$ cat config.mk
export PLATFORM = sky130hd
export DESIGN_NAME = sample_sequencer
export DESIGN_NICKNAME = d
export VERILOG_FILES = /design/src/rtl/sample_sequencer.sv
export SDC_FILE = /design/constraint.sdc
export NUM_CORES = 1
export LEC_CHECK = 0
export ABC_CLOCK_PERIOD_IN_PS = 2400
export CAP_MARGIN = 20
export CORE_UTILIZATION = 44
export DETAILED_ROUTE_END_ITERATION = 12
export GPL_TIMING_DRIVEN = 0
export PLACE_DENSITY = 0.82
export SLEW_MARGIN = 25
export SYNTH_ARGS = -nofsm -noshare
export SYNTH_HDL_FRONTEND = slang
export SYNTH_SLANG_ARGS = --single-unit
$ cat constraint.sdc
create_clock -name clk -period 2.4 [get_ports clk]
set_clock_uncertainty 0.05 [all_clocks]
set_input_delay 0.24 -clock clk [delete_from_list [all_inputs] [get_ports clk]]
set_output_delay 0.24 -clock clk [all_outputs]
set_load 0.1 [all_outputs]
$ cat src/rtl/sample_sequencer.sv
// Periodic multi-channel sampler: a tick timer starts a round that walks the enabled
// channels in ascending order, capturing each onto one valid/ready output.
module sample_sequencer #(
    parameter int NUM_CH = 4,
    parameter int DATA_W = 8,
    parameter int DIV_W  = 16,
    localparam int CH_W  = (NUM_CH > 1) ? $clog2(NUM_CH) : 1
) (
    input  logic                     clk,
    input  logic                     rst_n,
    input  logic                     enable,
    input  logic [DIV_W-1:0]         period,
    input  logic [NUM_CH-1:0]        ch_mask,
    input  logic [NUM_CH*DATA_W-1:0] ch_data,
    input  logic                     ovr_clr,
    input  logic                     out_ready,
    output logic [CH_W-1:0]          ch_sel,
    output logic [DATA_W-1:0]        out_data,
    output logic [CH_W-1:0]          out_ch,
    output logic                     out_valid,
    output logic                     round_done,
    output logic [7:0]               round_cnt,
    output logic                     overrun,
    output logic                     busy
);

    typedef enum logic [1:0] {IDLE, SEL, CAP, VALID} state_t;

    state_t              state_q, state_d;
    logic [DIV_W-1:0]    cnt_q, cnt_d;
    logic [NUM_CH-1:0]   round_mask_q, round_mask_d;
    logic [CH_W-1:0]     ch_sel_q, ch_sel_d;
    logic [DATA_W-1:0]   out_data_q, out_data_d;
    logic [CH_W-1:0]     out_ch_q, out_ch_d;
    logic                out_valid_q, out_valid_d;
    logic                round_done_q, round_done_d;
    logic [7:0]          round_cnt_q, round_cnt_d;
    logic                overrun_q, overrun_d;
    logic [DIV_W-1:0]    per_m1;
    logic                tick;
    logic [CH_W:0]       first_hit, next_hit;

    // Returns {found, index} of the lowest set bit of m at or above start.
    function automatic logic [CH_W:0] find_from(input logic [NUM_CH-1:0] m, input int start);
        logic [CH_W:0] r;
        r = '0;
        for (int i = NUM_CH - 1; i >= 0; i--) begin
            if (m[i] && (i >= start)) r = {1'b1, CH_W'(i)};
        end
        return r;
    endfunction

    // A shrunken period fires on the next compare instead of waiting for a 16-bit wrap.
    assign per_m1    = (period == '0) ? '0 : period - DIV_W'(1);
    assign tick      = enable && (cnt_q >= per_m1);
    assign first_hit = find_from(ch_mask, 0);
    assign next_hit  = find_from(round_mask_q, int'(ch_sel_q) + 1);

    always_comb begin
        state_d      = state_q;
        cnt_d        = cnt_q + DIV_W'(1);
        round_mask_d = round_mask_q;
        ch_sel_d     = ch_sel_q;
        out_data_d   = out_data_q;
        out_ch_d     = out_ch_q;
        out_valid_d  = out_valid_q;
        round_done_d = 1'b0;
        round_cnt_d  = round_cnt_q;
        overrun_d    = overrun_q;

        if (!enable || tick) cnt_d = '0;

        if (tick && (state_q != IDLE)) overrun_d = 1'b1;
        else if (ovr_clr)              overrun_d = 1'b0;

        case (state_q)
            IDLE: begin
                if (tick && (ch_mask != '0)) begin
                    round_mask_d = ch_mask;
                    ch_sel_d     = first_hit[CH_W-1:0];
                    state_d      = SEL;
                end
            end
            SEL: state_d = CAP;
            CAP: begin
                out_data_d  = ch_data[int'(ch_sel_q)*DATA_W +: DATA_W];
                out_ch_d    = ch_sel_q;
                out_valid_d = 1'b1;
                state_d     = VALID;
            end
            VALID: begin
                if (out_ready) begin
                    out_valid_d = 1'b0;
                    if (next_hit[CH_W]) begin
                        ch_sel_d = next_hit[CH_W-1:0];
                        state_d  = SEL;
                    end else begin
                        round_done_d = 1'b1;
                        round_cnt_d  = round_cnt_q + 8'd1;
                        state_d      = IDLE;
                    end
                end
            end
            default: state_d = IDLE;
        endcase
    end

    always_ff @(posedge clk or negedge rst_n) begin
        if (!rst_n) begin
            state_q      <= IDLE;
            cnt_q        <= '0;
            round_mask_q <= '0;
            ch_sel_q     <= '0;
            out_data_q   <= '0;
            out_ch_q     <= '0;
            out_valid_q  <= 1'b0;
            round_done_q <= 1'b0;
            round_cnt_q  <= '0;
            overrun_q    <= 1'b0;
        end else begin
            state_q      <= state_d;
            cnt_q        <= cnt_d;
            round_mask_q <= round_mask_d;
            ch_sel_q     <= ch_sel_d;
            out_data_q   <= out_data_d;
            out_ch_q     <= out_ch_d;
            out_valid_q  <= out_valid_d;
            round_done_q <= round_done_d;
            round_cnt_q  <= round_cnt_d;
            overrun_q    <= overrun_d;
        end
    end

    assign ch_sel     = ch_sel_q;
    assign out_data   = out_data_q;
    assign out_ch     = out_ch_q;
    assign out_valid  = out_valid_q;
    assign round_done = round_done_q;
    assign round_cnt  = round_cnt_q;
    assign overrun    = overrun_q;
    assign busy       = (state_q != IDLE);

endmodule

==> flow_metrics.env, run 1 <==
export IMPL_drc_errors=0
export IMPL_htree_num_levels=2
export IMPL_netlist_area_um2=2880
export IMPL_drt_met1_wl_um=2760
export IMPL_clkLatencyLatePin_ns=0.30
export IMPL_fin_crit_sh_pct=147
export IMPL_hold_slack_ns=0.357
export IMPL_setup_ws_ns=-1.14
export IMPL_route_antenna_remaining_nets=0
export IMPL_vias=2564
export IMPL_post_synth_num_cell_types=43
export IMPL_cts_tree="done"
export IMPL_timing_hold_violations_final=0
export IMPL_synth_edf_count=0
export IMPL_reg2reg_slack_ns=-0.25
export IMPL_clock_root_buffer="clkbuf_8"
export IMPL_cts_buffers=5
export IMPL_area_delta_synth_final_pct=47.7
export IMPL_clockBufferDepth=2
export IMPL_wl_met3_um=522
export IMPL_worstPathRequired_ns=2.54
export IMPL_post_route_min_period_ns=3.54
export IMPL_min_path_type="input port to asynchronous set/reset pin"
export IMPL_cp_end_kind="flip-flop"
export IMPL_core_um2=6350
export IMPL_routed_top_layer="met4"
export IMPL_crit_path_frequent_cell="or4_4"
export IMPL_grt_setup_unrepaired="yes"
export IMPL_synthArstFlopShare_pct=100
export IMPL_overflow=0
export IMPL_critical_path_slowest_cell="or4_4"
export IMPL_ir_worst_vdd_v=0.000843
export IMPL_syn_avg_cell_area_um2=10.0
export IMPL_global_route_usage_total_pct=21.0
export IMPL_n_antenna_cell=0
export IMPL_grt_pass1_wl_um=11800
export IMPL_avgRoutedWirePerCell_um=14.8
export IMPL_power_per_cell_area_nw_per_um2=979
export IMPL_postLayoutCellArea_um2=4260
export IMPL_place_port_buffers=80
export IMPL_chipWidth_um=82.9
export IMPL_fmax_mhz=283
export IMPL_reg2reg_from="cnt_q[9]$_DFF_PN0_"
export IMPL_cts_num_sinks=44
export IMPL_r2r_cells=7
export IMPL_final_core_util_pct=67.0
export IMPL_seq_area_frac_synth_pct=38.2
export IMPL_path_cells="buf_6 > or4_4 > nor4_4 > nand2b_1 > nor2_2 > nand2_2 > buf_8 > nand2_4 > ha_4 > nand4_1 > or4_4 > o32a_4 > and2_4 > nor3_4 > mux2_4"
export IMPL_synthCells=287
export IMPL_cp_start_kind="input port"
export IMPL_drtIter0Drc=60
export IMPL_status="finished with violations"
export IMPL_drive_above_1_share_pct=22.8
export IMPL_fp_row_count=29
export IMPL_setup_viol=24
export IMPL_cp_slowest_stage_delay_ns=0.56
export IMPL_violations="setup timing"
export IMPL_slew_violations=0
export IMPL_p_leak_uw=0.00185
export IMPL_stdcell_count=472
export IMPL_die_h_um=82.9
export IMPL_grt_max_degree=28
export IMPL_wl_um=7000
export IMPL_ys_dominant_reg_cell="dfrtp_1"
export IMPL_relSlewSlack_pct=33.5
export IMPL_cp_arrival_ns=3.67
export IMPL_drtPass1Iterations=4
export IMPL_worst_slew_pin_slew_ns=0.994
export IMPL_path_max_fanout=5
export IMPL_path_clk_slew_ns=0.08
export IMPL_initial_core_util_pct=45.4
export IMPL_dieArea_um2=6880
export IMPL_synth_nets=368
export IMPL_final_nets=475
export IMPL_maxCapViolations=0
export IMPL_routed_wl_met2_um=3630
export IMPL_gp_congestion=0.768
export IMPL_hpwl_um=4960
export IMPL_place_inst=445
export IMPL_crit_type="input port to flip-flop"
export IMPL_antenna_found_initial=0
export IMPL_place_area_um2=3860
export IMPL_via_per_inst=5.43
export IMPL_synth_warnings=0
export IMPL_grt_pass1_vias=2615
export IMPL_place_ws_ns=-1.98
export IMPL_r2r_end="round_mask_q[2]$_DFFE_PN0P_"
export IMPL_yosys_register_bits=44
export IMPL_pin_count=81
==> metal layers <==
metal  up-vias  GRT usage, %
met5         -             0
met4         0          6.11
met3         7          5.47
met2        97          37.9
met1      1231          24.4
li1       1229             -
==> cells in the final DEF, fill, tap and decap left out, types with 3 or more instances in the layout <==
cell             instances
dfrtp_1                 43
buf_6                    5
nand2b_1                 3
buf_2                    3
buf_4                   14
clkdlybuf4s50_1         70
ha_1                    21
mux2_4                   3
nand4_1                  4
nand2_4                  3
clkbuf_8                 5
nand3_1                  7
and3_1                   6
nand2_1                 29
mux2_2                  14
o21ai_0                  6
xnor2_1                 14
nand2_2                  3
nor2_1                  32
a21oi_1                 10
dlygate4sd2_1            4
nor3_2                   3
clkbuf_1                 4
mux4_2                   8
xor2_1                  18
inv_1                   11
==> sequential cells by signal (all words and copies together) (netlist names) <==
name	flops
state_q	2
out_ch	2
out_valid	1
round_cnt	8
ch_sel	2
round_mask_q	3
out_data	8
round_done	1
cnt_q	16
overrun	1
==> power by group <==
part	internal, uW	switching [uW]	total, uW
logic	818	1710	2520
registers	923	158	1080
clock network	309	253	562
total	2050	2120	4170
==> final cells by class <==
| class | count | area [um2] |
|---|---|---|
| fill | 489 | 2090 |
| multi-input combinational | 226 | 1900 |
| sequential | 44 | 1100 |
| timing repair buffer | 100 | 965 |
| tap | 77 | 96.3 |
| clock buffer | 6 | 72.6 |
| buffer | 6 | 41.3 |
| inverter | 11 | 41.3 |
| clock inverter | 2 | 35.0 |
==> worst max-delay path, delay by kind of cell <==
kind                       cells  cell delay [ns]
AOI/OAI and AO/OA              1             0.34
adders and majority gates      1             0.12
muxes                          1             0.32
and+or+nand+nor               10             2.39
buffers and inverters          2             0.25
==> worst max path at each step <==
stage,from,endpoint,slack (ns),cells past startpoint
6_report,period[9],round_mask_q[2]$_DFFE_PN0P_,-1.14,15
5_1_grt,period[9],round_mask_q[2]$_DFFE_PN0P_,-1.25,13
4_1_cts,period[6],round_mask_q[2]$_DFFE_PN0P_,-1.17,15
3_5_place_dp,period[3],round_mask_q[1]$_DFFE_PN0P_,-1.98,13
3_3_place_gp,period[3],ch_sel[0]$_DFFE_PN0P_,-1.96,13
2_1_floorplan,period[6],round_mask_q[1]$_DFFE_PN0P_,-1.12,14
==> kinds of logic (layout without fill, tap and decap cells) <==
group / Yosys count / in the layout / synth area share [%]
fa+ha+maj: 24 / 24 / 10.4
buf+inv: 17 / 125 / 2.26
xor+xnor: 32 / 32 / 9.72
mux: 27 / 27 / 13.6
simple gates: 110 / 110 / 18.4
compound gates: 33 / 33 / 7.42
flops: 44 / 44 / 38.2
==> synthesized netlist by cell type, types with 2 or more instances <==
cell	instances	area share, %
o21a_1	2	0.52
nand2_1	35	4.6
o21ai_0	8	1.4
nand2b_1	4	0.87
mux2i_1	2	0.69
inv_1	11	1.4
nand3_1	7	1.2
clkbuf_1	4	0.52
nand4_1	4	0.87
a2bb2oi_1	2	0.61
nor2_1	33	4.3
or4_1	2	0.52
mux2_2	17	6.6
and3_1	6	1.3
a21oi_1	11	1.9
and2_1	2	0.43
ha_1	24	10
xor2_1	18	5.5
mux4_2	8	6.2
dfrtp_1	44	38
xnor2_1	14	4.3
nor4_1	4	0.87
nor3_1	5	0.87
==> metrics by stage <==
| stage | setup TNS, ns | power, uW |
|---|---|---|
| final | -24.62 | 4170 |
| after floorplan | -22.72 | 2920 |
| after CTS | -24.28 | 4140 |
| after global routing | -27.82 | 4360 |
| after global placement | -49.04 | 3490 |
| after detailed placement | -44.44 | 3540 |
==> timing repair <==
item	4_1_cts	5_1_grt
gates resized for setup	47	13
setup endpoints to repair	25	26
pin swaps	11	13
gates cloned	2	0
buffers inserted	11	5
hold buffers	1	0
hold endpoints to repair	17	0
Power figures use the tool's default switching activity.
==> inputs of run 2 (changes only) <==
--- a/config.mk
+++ b/config.mk
@@ -11,7 +11,7 @@
 export DETAILED_ROUTE_END_ITERATION = 12
 export GPL_TIMING_DRIVEN = 0
 export PLACE_DENSITY = 0.82
-export SLEW_MARGIN = 25
+export SLEW_MARGIN = 20
 export SYNTH_ARGS = -nofsm -noshare
 export SYNTH_HDL_FRONTEND = slang
 export SYNTH_SLANG_ARGS = --single-unit
==> results of run 2 <==
No change in the layout: final DEF, timing and power equal those of run 1.
==> inputs of run 3 (changes only) <==
--- a/config.mk
+++ b/config.mk
@@ -7,10 +7,13 @@
 export LEC_CHECK = 0
 export ABC_CLOCK_PERIOD_IN_PS = 2400
 export CAP_MARGIN = 20
+export CORE_MARGIN = 2
 export CORE_UTILIZATION = 44
+export CTS_CLUSTER_DIAMETER = 150
 export DETAILED_ROUTE_END_ITERATION = 12
 export GPL_TIMING_DRIVEN = 0
 export PLACE_DENSITY = 0.82
+export SKIP_LAST_GASP = 1
 export SLEW_MARGIN = 20
 export SYNTH_ARGS = -nofsm -noshare
 export SYNTH_HDL_FRONTEND = slang
==> run 3 against run 2 <==
Compared with the run above:
- the flow still finishes with violations (setup timing)
- maximum frequency increased by 0.34%
- final cell count increased by 0.64%
- non-clock buffer count increased by 3
- final area increased by 3.3%
- total power decreased by 1.7%
- sequential power about the same
- count of clock-buffer cells in the layout decreased by 1
- largest power group unchanged
- critical path depth decreased by 1
- via count increased by 1.5%
- combinational power about the same
- die area increased by 4.9%
- global-route usage decreased by 0.67 points
==> flow_metrics.env, run 3 (synthesis gave the netlist of run 1 again) <==
export IMPL_postLayoutCellArea_um2=4400
export IMPL_multiInputGateArea_um2=2040
export IMPL_drive_above_1_share_pct=28.1
export IMPL_fin_crit_sh_pct=147
export IMPL_path_buf_inv=3
export IMPL_initial_core_util_pct=45.4
export IMPL_htree_num_levels=2
export IMPL_cts_buffers=5
export IMPL_gp_congestion=0.850
export IMPL_slew_violations=0
export IMPL_hpwl_um=5070
export IMPL_chipWidth_um=84.9
export IMPL_wl_um=7280
export IMPL_n_antenna_cell=0
export IMPL_route_antenna_remaining_nets=0
export IMPL_p_leak_uw=0.00187
export IMPL_grt_max_degree=28
export IMPL_setup_viol=24
export IMPL_cp_start_kind="input port"
export IMPL_final_nets=478
export IMPL_die_h_um=84.9
export IMPL_critical_path_slowest_cell="or4_4"
export IMPL_path_clk_slew_ns=0.08
export IMPL_final_cell_mix="clkdlybuf4s50_1, dfrtp_1, nor2_1"
export IMPL_fmax_mhz=284
export IMPL_grt_pass1_vias=2660
export IMPL_num_fill_cells=457
export IMPL_crit_type="input port to flip-flop"
export IMPL_place_area_um2=3860
export IMPL_pwr_share_comb_pct=62.2
export IMPL_vias=2602
export IMPL_grt_setup_unrepaired="yes"
export IMPL_p_clk_share_pct=11.3
export IMPL_violations="setup timing"
export IMPL_ir_worst_vdd_v=0.00104
export IMPL_drc_errors=0
export IMPL_tns_ns=-23.94
export IMPL_clockBufferDepth=2
export IMPL_clkLatencyLatePin_ns=0.30
export IMPL_min_path_type="input port to asynchronous set/reset pin"
export IMPL_core_um2=6350
export IMPL_largest_reg_flops=16
export IMPL_cts_num_sinks=44
export IMPL_cp_slowest_stage_delay_ns=0.55
export IMPL_clock_root_buffer="clkbuf_8"
export IMPL_critPathTopFamily="simple AND/OR/NAND/NOR gates"
export IMPL_layout_area_seq_um2=1100
export IMPL_cts_tree="done"
export IMPL_drtPass1Iterations=4
export IMPL_post_route_min_period_ns=3.52
export IMPL_global_route_usage_total_pct=20.3
export IMPL_status="finished with violations"
export IMPL_setup_ws_ns=-1.12
export IMPL_power_per_cell_area_nw_per_um2=931
export IMPL_cp_arrival_ns=3.66
export IMPL_worst_slew_pin_slew_ns=0.978
export IMPL_path_max_fanout=3
export IMPL_area_delta_synth_final_pct=52.5
export IMPL_grt_pass1_wl_um=11900
export IMPL_pin_count=81
export IMPL_p_int_uw=1960
export IMPL_cp_end_kind="flip-flop"
export IMPL_final_common_cell="clkdlybuf4s50_1"
export IMPL_worstPathRequired_ns=2.54
export IMPL_drtIter0Drc=68
export IMPL_timing_hold_violations_final=0
export IMPL_relSlewSlack_pct=33.9
export IMPL_place_port_buffers=80
export IMPL_fp_row_count=29
export IMPL_top_register="cnt_q"
export IMPL_via_per_inst=5.48
export IMPL_antenna_found_initial=0
export IMPL_switching_share_pct=52.1
export IMPL_p_sw_uw=2130
export IMPL_path_cells="buf_6 > or4_4 > buf_4 > buf_4 > nor3_2 > xor2_1 > nand2_4 > ha_4 > nand4_1 > or4_4 > o32a_4 > and2_4 > nor3_4 > mux2_4"
export IMPL_dieArea_um2=7210
export IMPL_maxCapViolations=0
export IMPL_avgRoutedWirePerCell_um=15.3
export IMPL_seq_power_share_pct=26.5
export IMPL_overflow=0
## run 3: cell types whose count changed in the layout (fill, tap and decap cells not counted), sizes merged
cell           before  now
buf                26   30
clkbuf             10    8
clkinv              1    3
bufinv              1    0
clkdlybuf4s15       1    2
dlygate4sd2         4    3
## run 3: power by group through the flow
stage / clock network [uW] / logic, uW / registers (uW)
floorplan: 0 / 746 / 2170
global placement: 0 / 2410 / 1080
detailed placement: 0 / 2440 / 1100
CTS: 469 / 2490 / 1080
global route: 504 / 2670 / 1110
finish: 463 / 2550 / 1080
## run 3: through the flow
step / hold WS, ns / setup slack [ns] / cells / total power (uW) / util, %
6_report: 0.371 / -1.12 / 475 / 4090 / 69.2
3_3_place_gp: 0.411 / -1.98 / 444 / 3490 / 60.6
3_5_place_dp: 0.149 / -2.01 / 445 / 3530 / 60.8
2_1_floorplan: -0.106 / -1.12 / 287 / 2920 / -
5_1_grt: 0.404 / -1.26 / 475 / 4290 / 69.2
4_1_cts: 0.358 / -1.15 / 468 / 4040 / 66.3
## run 3: path summary, 6_finish.rpt
path / startpoint / end / slack [ns] / cells after the start
max: period[9] / round_mask_q[2]$_DFFE_PN0P_ / -1.12 / 14
min: rst_n / out_ch[1]$_DFFE_PN0P_ / 0.37 / 2
max reg2reg: cnt_q[10]$_DFF_PN0_ / round_mask_q[2]$_DFFE_PN0P_ / -0.24 / 7
min reg2reg: round_cnt[7]$_DFFE_PN0P_ / round_cnt[7]$_DFFE_PN0P_ / 0.42 / 1
max in group asynchronous: rst_n / round_cnt[6]$_DFFE_PN0P_ / 1.45 / 3
min in group clk: round_cnt[7]$_DFFE_PN0P_ / round_cnt[7]$_DFFE_PN0P_ / 0.42 / 1
## run 3: per-layer routing
layer  track usage, %  share of wire, %  up-vias
li1                 -                 -     1239
met1             23.9                39     1262
met2             36.9                52       87
met3             5.16               6.6       14
met4             5.34               2.3        0
met5                0                 0        -
## run 3: timing repair
action | CTS | global route
hold endpoints to repair | 17 | 0
hold buffers | 1 | 0
buffers inserted | 14 | 6
cloned | 0 | 1
resized for setup | 62 | 24
endpoints found under the setup margin | 25 | 26
pin swaps | 19 | 21
## run 3: cell type report
cell class	instances	area share, %
Multi-Input combinational cell	226	46.3
Sequential cell	44	25.1
Timing Repair Buffer	103	22.6
Tap cell	77	2.19
Clock buffer	5	1.57
Buffer	6	0.939
Inverter	11	0.939
Clock inverter	3	0.427
